--- config.mk ---
export PLATFORM = sky130hd
export DESIGN_NAME = imem_load_ctrl_flat
export DESIGN_NICKNAME = d
export VERILOG_FILES = /design/src/rtl/imem_load_ctrl_pkg.sv /design/src/rtl/imem_load_ctrl_if.sv /design/src/rtl/imem_byte_packer.sv /design/src/rtl/imem_load_ctrl.sv /design/src/flat_wrapper.sv
export SDC_FILE = /design/constraint.sdc
export NUM_CORES = 1
export LEC_CHECK = 0
export BUFFER_PORTS_ARGS = -buffer_cell sky130_fd_sc_hd__buf_2
export CAP_MARGIN = 20
export CORE_MARGIN = 3
export CORE_UTILIZATION = 40
export CTS_BUF_LIST = sky130_fd_sc_hd__clkbuf_4
export DETAILED_ROUTE_END_ITERATION = 6
export HOLD_SLACK_MARGIN = 0.03
export PLACE_DENSITY = 0.66
export SYNTH_ARGS = -nofsm -noshare
export SYNTH_HDL_FRONTEND = slang
export SYNTH_SLANG_ARGS = --single-unit
--- constraint.sdc ---
create_clock -name clk -period 7.2 [get_ports clk]
set_clock_uncertainty 0.15 [all_clocks]
set_input_delay 2.16 -clock clk [delete_from_list [all_inputs] [get_ports clk]]
set_output_delay 2.16 -clock clk [all_outputs]
set_load 0.005 [all_outputs]
--- src/rtl/imem_load_ctrl_pkg.sv ---
// Shared types and sizing helpers for the instruction-memory load controller.
package imem_ctrl_pkg;

  typedef enum logic [1:0] {
    IDLE    = 2'd0,
    COLLECT = 2'd1,
    WRITE   = 2'd2,
    DONE    = 2'd3
  } state_t;

  function automatic int bytes_per_word(input int width);
    return width / 8;
  endfunction

  function automatic int clog2(input int value);
    int r = 0;
    for (int v = value - 1; v > 0; v = v >> 1) r++;
    return r;
  endfunction

  // A single-byte word still needs a one-bit lane counter.
  function automatic int cnt_width(input int bytes);
    return (clog2(bytes) < 1) ? 1 : clog2(bytes);
  endfunction

endpackage

--- src/rtl/imem_load_ctrl_if.sv ---
// Fetch, byte-stream, load-control and memory-port signals of the load controller.
interface imem_load_ctrl_if #(parameter int MEMORY_WIDTH = 32);

  logic                    load_start;
  logic [31:0]             load_words;
  logic                    byte_valid;
  logic [7:0]              byte_data;
  logic                    byte_ready;
  logic                    load_busy;
  logic                    load_done;
  logic                    load_error;
  logic [31:0]             fetch_addr;
  logic                    fetch_ready;
  logic [MEMORY_WIDTH-1:0] fetch_data;
  logic [31:0]             mem_addr;
  logic [MEMORY_WIDTH-1:0] mem_write_data;
  logic                    mem_write_enable;
  logic [MEMORY_WIDTH-1:0] mem_read_data;

  modport master (
    input  load_start, load_words, byte_valid, byte_data, fetch_addr, mem_read_data,
    output byte_ready, load_busy, load_done, load_error, fetch_ready, fetch_data,
           mem_addr, mem_write_data, mem_write_enable
  );

  modport slave (
    output load_start, load_words, byte_valid, byte_data, fetch_addr, mem_read_data,
    input  byte_ready, load_busy, load_done, load_error, fetch_ready, fetch_data,
           mem_addr, mem_write_data, mem_write_enable
  );

endinterface

--- src/rtl/imem_byte_packer.sv ---
// Packs a byte stream little-endian into one memory word; lane 0 receives the first byte.
module imem_byte_packer
  import imem_ctrl_pkg::*;
#(
  parameter int BYTES = 4,
  parameter int CNT_W = cnt_width(BYTES)
) (
  input  logic               clk,
  input  logic               rst_n,
  input  logic               clear,
  input  logic               shift_en,
  input  logic [7:0]         byte_in,
  output logic [BYTES*8-1:0] word_out,
  output logic               last_byte
);

  logic [CNT_W-1:0]   byte_cnt;
  logic [BYTES*8-1:0] word_q;

  assign last_byte = (byte_cnt == CNT_W'(BYTES - 1));
  assign word_out  = word_q;

  always_ff @(posedge clk or negedge rst_n) begin
    if (!rst_n) begin
      byte_cnt <= '0;
      word_q   <= '0;
    end else if (clear) begin
      byte_cnt <= '0;
      word_q   <= '0;
    end else if (shift_en) begin
      for (int i = 0; i < BYTES; i++) begin
        if (byte_cnt == CNT_W'(i)) word_q[i*8 +: 8] <= byte_in;
      end
      byte_cnt <= last_byte ? '0 : byte_cnt + CNT_W'(1);
    end
  end

endmodule

--- src/rtl/imem_load_ctrl.sv ---
// Shares the instruction-memory port between fetch reads and a boot loader that
// streams bytes into consecutive words starting at address 0.
module imem_load_ctrl
  import imem_ctrl_pkg::*;
#(
  parameter int MEMORY_DEPTH = 1024,
  parameter int MEMORY_WIDTH = 32
) (
  input logic              clk,
  input logic              rst_n,
  imem_load_ctrl_if.master bus
);

  localparam int BYTES = bytes_per_word(MEMORY_WIDTH);

  state_t                  state, next_state;
  logic [31:0]             count;
  logic [31:0]             word_idx;
  logic                    error_q;
  logic                    start_ok;
  logic                    last_word;
  logic                    clear;
  logic                    shift_en;
  logic                    last_byte;
  logic [MEMORY_WIDTH-1:0] word_out;

  imem_byte_packer #(.BYTES(BYTES)) u_packer (
    .clk      (clk),
    .rst_n    (rst_n),
    .clear    (clear),
    .shift_en (shift_en),
    .byte_in  (bus.byte_data),
    .word_out (word_out),
    .last_byte(last_byte)
  );

  assign start_ok  = bus.load_start && (bus.load_words != 32'd0) &&
                     (bus.load_words <= 32'(MEMORY_DEPTH));
  assign last_word = (word_idx == count - 32'd1);

  always_ff @(posedge clk or negedge rst_n) begin
    if (!rst_n) begin
      state    <= IDLE;
      count    <= '0;
      word_idx <= '0;
      error_q  <= 1'b0;
    end else begin
      state <= next_state;
      if (state == IDLE && bus.load_start) begin
        if (start_ok) begin
          count    <= bus.load_words;
          word_idx <= '0;
          error_q  <= 1'b0;
        end else begin
          error_q  <= 1'b1;
        end
      end
      if (state == WRITE && !last_word) word_idx <= word_idx + 32'd1;
    end
  end

  // Fetch owns the memory port only in IDLE; otherwise the port follows word_idx.
  always_comb begin
    next_state           = state;
    clear                = 1'b0;
    shift_en             = 1'b0;
    bus.byte_ready       = 1'b0;
    bus.fetch_ready      = 1'b0;
    bus.fetch_data       = '0;
    bus.mem_addr         = word_idx;
    bus.mem_write_enable = 1'b0;
    bus.load_done        = 1'b0;
    case (state)
      IDLE: begin
        bus.fetch_ready = 1'b1;
        bus.fetch_data  = bus.mem_read_data;
        bus.mem_addr    = bus.fetch_addr;
        if (start_ok) begin
          clear      = 1'b1;
          next_state = COLLECT;
        end
      end
      COLLECT: begin
        bus.byte_ready = 1'b1;
        if (bus.byte_valid) begin
          shift_en = 1'b1;
          if (last_byte) next_state = WRITE;
        end
      end
      WRITE: begin
        bus.mem_write_enable = 1'b1;
        clear                = 1'b1;
        next_state           = last_word ? DONE : COLLECT;
      end
      DONE: begin
        bus.load_done = 1'b1;
        next_state    = IDLE;
      end
      default: next_state = IDLE;
    endcase
  end

  assign bus.load_busy      = (state != IDLE);
  assign bus.load_error     = error_q;
  assign bus.mem_write_data = word_out;

endmodule

--- src/flat_wrapper.sv ---
// flat-port wrapper written by rule: the top's interface ports become plain ports
module imem_load_ctrl_flat import imem_ctrl_pkg::*;
#(
  parameter int MEMORY_DEPTH = 1024,
  parameter int MEMORY_WIDTH = 32
)
  (clk, rst_n, bus_load_start, bus_load_words, bus_byte_valid, bus_byte_data, bus_fetch_addr, bus_mem_read_data, bus_byte_ready, bus_load_busy, bus_load_done, bus_load_error, bus_fetch_ready, bus_fetch_data, bus_mem_addr, bus_mem_write_data, bus_mem_write_enable);
  imem_load_ctrl_if #(.MEMORY_WIDTH(MEMORY_WIDTH)) bus_i ();
  input logic clk;
  input logic rst_n;
  input wire logic [$bits(bus_i.load_start)-1:0] bus_load_start;
  input wire logic [$bits(bus_i.load_words)-1:0] bus_load_words;
  input wire logic [$bits(bus_i.byte_valid)-1:0] bus_byte_valid;
  input wire logic [$bits(bus_i.byte_data)-1:0] bus_byte_data;
  input wire logic [$bits(bus_i.fetch_addr)-1:0] bus_fetch_addr;
  input wire logic [$bits(bus_i.mem_read_data)-1:0] bus_mem_read_data;
  output wire logic [$bits(bus_i.byte_ready)-1:0] bus_byte_ready;
  output wire logic [$bits(bus_i.load_busy)-1:0] bus_load_busy;
  output wire logic [$bits(bus_i.load_done)-1:0] bus_load_done;
  output wire logic [$bits(bus_i.load_error)-1:0] bus_load_error;
  output wire logic [$bits(bus_i.fetch_ready)-1:0] bus_fetch_ready;
  output wire logic [$bits(bus_i.fetch_data)-1:0] bus_fetch_data;
  output wire logic [$bits(bus_i.mem_addr)-1:0] bus_mem_addr;
  output wire logic [$bits(bus_i.mem_write_data)-1:0] bus_mem_write_data;
  output wire logic [$bits(bus_i.mem_write_enable)-1:0] bus_mem_write_enable;
  assign bus_i.load_start = bus_load_start;
  assign bus_i.load_words = bus_load_words;
  assign bus_i.byte_valid = bus_byte_valid;
  assign bus_i.byte_data = bus_byte_data;
  assign bus_i.fetch_addr = bus_fetch_addr;
  assign bus_i.mem_read_data = bus_mem_read_data;
  assign bus_byte_ready = bus_i.byte_ready;
  assign bus_load_busy = bus_i.load_busy;
  assign bus_load_done = bus_i.load_done;
  assign bus_load_error = bus_i.load_error;
  assign bus_fetch_ready = bus_i.fetch_ready;
  assign bus_fetch_data = bus_i.fetch_data;
  assign bus_mem_addr = bus_i.mem_addr;
  assign bus_mem_write_data = bus_i.mem_write_data;
  assign bus_mem_write_enable = bus_i.mem_write_enable;
  imem_load_ctrl #(.MEMORY_DEPTH(MEMORY_DEPTH), .MEMORY_WIDTH(MEMORY_WIDTH)) u_core (.clk(clk), .rst_n(rst_n), .bus(bus_i));
endmodule
; Word level (Yosys, flattened, before mapping)
; Cells that the tools add are included.
[totals]
output_inout_bits = 102
ff_bits = 101
in_bits = 108
elab_cells = 74
[classes]
n_reduce_logical = 23
muxes = 28
add_sub_neg = 3
eq_ne = 10
order_cmp = 1
[ops]
columns = op, n
row1 = two-way mux 32 bit, 7
row2 = "adder 32 x 1 -> 32 bit, second input constant", 1
row3 = equality test 32 bit, 1
row4 = "<= comparator 32 x 11 -> 1 bit, second input constant", 1
row5 = two-way mux 8 bit, 4
row6 = nonzero test 32 bit, 1
row7 = "subtractor 32 x 1 -> 32 bit, second input constant", 1
row8 = nonzero test 2 bit, 8
row9 = two-way mux 2 bit, 7
row10 = AND reduction 2 bit, 6
row11 = "equality test 2 bit, second input constant", 4
row12 = two-way mux 1 bit, 8
row13 = case mux 2 bit (4 select lines), 1
row14 = "equality test 2 x 1 -> 1 bit, second input constant", 2
row15 = logical AND 1 bit, 4
row16 = zero test 2 bit, 2
row17 = "!= test 2 bit, second input constant", 2
row18 = AND reduction 3 bit, 1
row19 = "adder 2 x 1 -> 2 bit, second input constant", 1
row20 = "!= test 2 x 1 -> 1 bit, second input constant", 1
row21 = case mux 1 bit (2 select lines), 1
row22 = zero test 1 bit, 1

; Logic depth before layout (Yosys ltp)
[logic_depth]
word_depth = 7
depth_mapped = 13
mapped_depth_nobuf = 10

; By module
; From an unflattened synthesis, not the netlist that was laid out.
[unflattened]
cells_unflattened = 706
area_unflattened_um2 = 6610.1
[modules_own_cells]
columns = mod, n_inst, seq_area_each_um2, area_per_inst_um2, cells_each
row1 = imem_load_ctrl, 1, 1676.6, 5036.1, 578
row2 = imem_byte_packer, 1, 850.8, 1574.0, 128

; Worst setup path after synthesis
; No wires, ideal clock.
[synth_timing]
path_kind = input -> output
startpoint = input bus_fetch_addr[0]
endpoint = output bus_mem_addr[0]
path_stages = 1
arrival_ns = 2.415
path_slack_ns = 2.475
required_time_ns = 4.890
cell_sequence = mux2_2
[synth_via]
elab_chain_cells = 1
[synth_rtl]
columns = item, line
row1 = start: declaration, flat_wrapper.sv:15  ; input wire logic [$bits(bus_i.fetch_addr)-1:0] bus_fetch_addr;
row2 = two-way mux 32 bit, imem_load_ctrl.sv:73  ; case (state)
row3 = end: declaration, flat_wrapper.sv:23  ; output wire logic [$bits(bus_i.mem_addr)-1:0] bus_mem_addr;
; Every way passes these cells.

; Worst setup path after layout
[layout_timing]
startpoint = input bus_fetch_addr[13]
endpoint = output bus_mem_addr[13]
; Same word-level chain as after synthesis.

==> impl_metrics.env <==
export IMPL_outcome="complete, no violations"
export IMPL_setup_viol=0
export IMPL_synth_async_reset_ratio_pct=100.0
export IMPL_power_w=0.0009296
export IMPL_synth_top_cells_by_count="nand2_1, dfrtp_1, nand3_1"
export IMPL_finalHoldViolCount=0
export IMPL_start_kind="input pin"
export IMPL_postCtsSetupRepairBufs=0
export IMPL_drive_above_1_share_pct=29.72
export IMPL_worstPathMaxFanout=1
export IMPL_dieHeight_um=132.5
export IMPL_syn_num_nets=858
export IMPL_yosysMostFrequentCell="nand2_1"
export IMPL_row_count=45
export IMPL_antenna_found_initial=0
export IMPL_cts_tree="built"
export IMPL_p_leak_nw=3.564
export IMPL_cp_arrival_ns=2.66
export IMPL_crit_chain="buf_2 -> mux2_2 -> buf_2"
export IMPL_drtIter0Drc=440
export IMPL_num_fill_cells=1566
export IMPL_synth_area_leaders="dfrtp_1, nand2_1, mux2_2, nand3_1, and2_1"
export IMPL_placed_cell_area_mm2=0.007572
export IMPL_start_util_pct=41.48
export IMPL_place_congestion=0.8733
export IMPL_cts_sinks=101
export IMPL_ys_types=59
export IMPL_fmax_mhz=201.2
export IMPL_routedWlPerCell_um=16.65
export IMPL_syn_cell_area_mm2=0.006400
export IMPL_critPathTopFamily="multiplexers"
export IMPL_antenna_cells=0
export IMPL_holdBufCountCts=0
export IMPL_hold_path_class="register to register"
export IMPL_synth_flop_cell="dfrtp_1"
export IMPL_required_ns=4.89
export IMPL_synth_seq_cells=101
export IMPL_critical_path_max_stage_delay_ns=0.26
export IMPL_core_area_mm2=0.01543
export IMPL_grt_ovfl_total=0
export IMPL_dp_cells=1117
export IMPL_synth_top_area_share_pct=39.49
export IMPL_relSlewSlack_pct=39.31
export IMPL_critPathMostFrequentCell="buf_2"
export IMPL_ioPinCount=210
export IMPL_clk_insertion_delay_late_ns=0.48
export IMPL_cts_buffers=9
export IMPL_grtUsageTotal_pct=21.28
export IMPL_clockBufferDepth=2
export IMPL_drt_pass1_iterations=5
export IMPL_htree_num_levels=3
export IMPL_grt_pass1_wl_um=30870
export IMPL_grt_pass1_vias=5907
export IMPL_yosysTopAreaCell="dfrtp_1"
export IMPL_stdcell_area_mm2=0.007706
export IMPL_ant_nets=0
export IMPL_finalNonFillerCells=1133
export IMPL_final_core_util_pct=49.95
export IMPL_synth_edf_count=0
export IMPL_drc=0
export IMPL_tns_ns=0
export IMPL_die_w_um=132.5
export IMPL_worstSetupPathType="input pin to output port"
export IMPL_p_per_area_mw_per_mm2=120.6
export IMPL_via_per_inst=5.354
export IMPL_endpoint_kind="output port"
export IMPL_grt_max_degree=70
export IMPL_worst_slew_pin_slew_ns=0.9103
export IMPL_netlist_instances=744
export IMPL_worst_ir_drop_vdd_uv=126.4
export IMPL_avgSynthCellArea_um2=8.602
export IMPL_wl_um=18860
export IMPL_maxCapViolations=0
export IMPL_ys_seq_area_share_pct=39.49
export IMPL_grt_setup_unrepaired="no"
export IMPL_finalCritPeriodShare_pct=69.03
export IMPL_area_growth_pct=20.41
export IMPL_portBuffers=209
export IMPL_clkSlewWorstSetupHoldPaths_ns=0.17
export IMPL_place_hpwl_um=13760
export IMPL_slowest_stage="mux2_2"
export IMPL_die_area_mm2=0.01755
export IMPL_ys_warn_count=0
export IMPL_nNetsFinal=1032
export IMPL_clock_root_buffer="clkbuf_4"
export IMPL_period_minus_slack_ns=4.970
export IMPL_cp_num_buf_inv=2
export IMPL_cts_resized=0
export IMPL_via_count=6066
export IMPL_slew_viol_final=0
power by group:
group	internal, W	total, W	switching [W]
clock	0.0000726	0.000281	0.000208
combinational	0.0000439	0.0000812	0.0000373
sequential	0.000568	0.000568	0.00000000672
total	0.000684	0.000930	0.000246
final timing paths:
| kind | start | to | slack, ns | depth (start not counted) |
|---|---|---|---|---|
| setup reg to reg | u_core.count[6] | u_core.word_idx[10] | 2.86 | 9 |
| hold / removal | u_core.bus.load_error | u_core.bus.load_error | 0.38 | 2 |
| hold reg to reg | u_core.bus.load_error | u_core.bus.load_error | 0.38 | 2 |
| min in group asynchronous | rst_n | u_core.word_idx[0] | 1.50 | 1 |
| max in group asynchronous | rst_n | u_core.count[19] | 4.20 | 2 |
| setup / recovery | bus_fetch_addr[13] | bus_mem_addr[13] | 2.23 | 3 |
kinds of logic (layout without fill, tap and decap cells):
family,after synthesis,after routing,share of synthesized area [%]
compound gates,106,106,10.85
xor+xnor,35,35,4.790
fa+ha+maj,6,6,1.173
buf+inv,72,250,4.399
flops,101,101,39.49
mux,47,47,7.918
simple gates,377,377,31.38
cells in the final DEF (no fill, tap or decap), drive strengths merged, types with 8 or more instances in the layout:
cell type	n
inv	19
or3	17
xor2	14
nor2b	18
mux2i	18
or4	10
and2	36
buf	219
o21ai	15
nand4	19
nand2b	10
nor3	17
nor4	28
dfrtp	101
o211ai	8
clkbuf	9
mux2	29
nor2	35
a21oi	38
xnor2	21
nand2	104
nor4b	8
nand3	55
tightest hold or removal path: cells and delay by family (launching register included):
kind	cells	cell delay [ns]
DFF	1	0.38
and+or+nand+nor	1	0.07
AOI/OAI and AO/OA	1	0.05
metrics by stage:
step           hold WS [ns]  worst slack [ns]
2_1_floorplan        0.3302             2.475
3_3_place_gp         0.3510             2.223
3_5_place_dp         0.3432             2.227
4_1_cts              0.3825             2.072
5_1_grt              0.4076             2.159
6_report             0.3766             2.230
routing by layer:
metal	global-route usage (%)	vias up	part of all wire, %	routed length, µm
li1	-	2993	-	-
met1	31.02	2865	48	8978
met2	32.87	192	45	8523
met3	4.867	16	6.2	1165
met4	3.695	0	1.0	194
met5	0	-	0	0
area by class of cell:
class | count | area [µm²] | area share [%]
Inverter | 16 | 60.06 | 0.7793
Clock buffer | 9 | 67.56 | 0.8768
Tap cell | 211 | 264.0 | 3.426
Timing Repair Buffer | 219 | 1144 | 14.84
Clock inverter | 6 | 46.29 | 0.6007
Sequential cell | 101 | 2527 | 32.80
Multi-Input combinational cell | 571 | 3597 | 46.68
flip-flops by register name (all words and copies together), names as in the netlist:
register                  flops
u_core.state                  2
u_core.u_packer.word_out     32
u_core.u_packer.byte_cnt      2
u_core.word_idx              32
u_core.count                 32
u_core.bus.load_error         1
(Power assumes the default switching activity.)
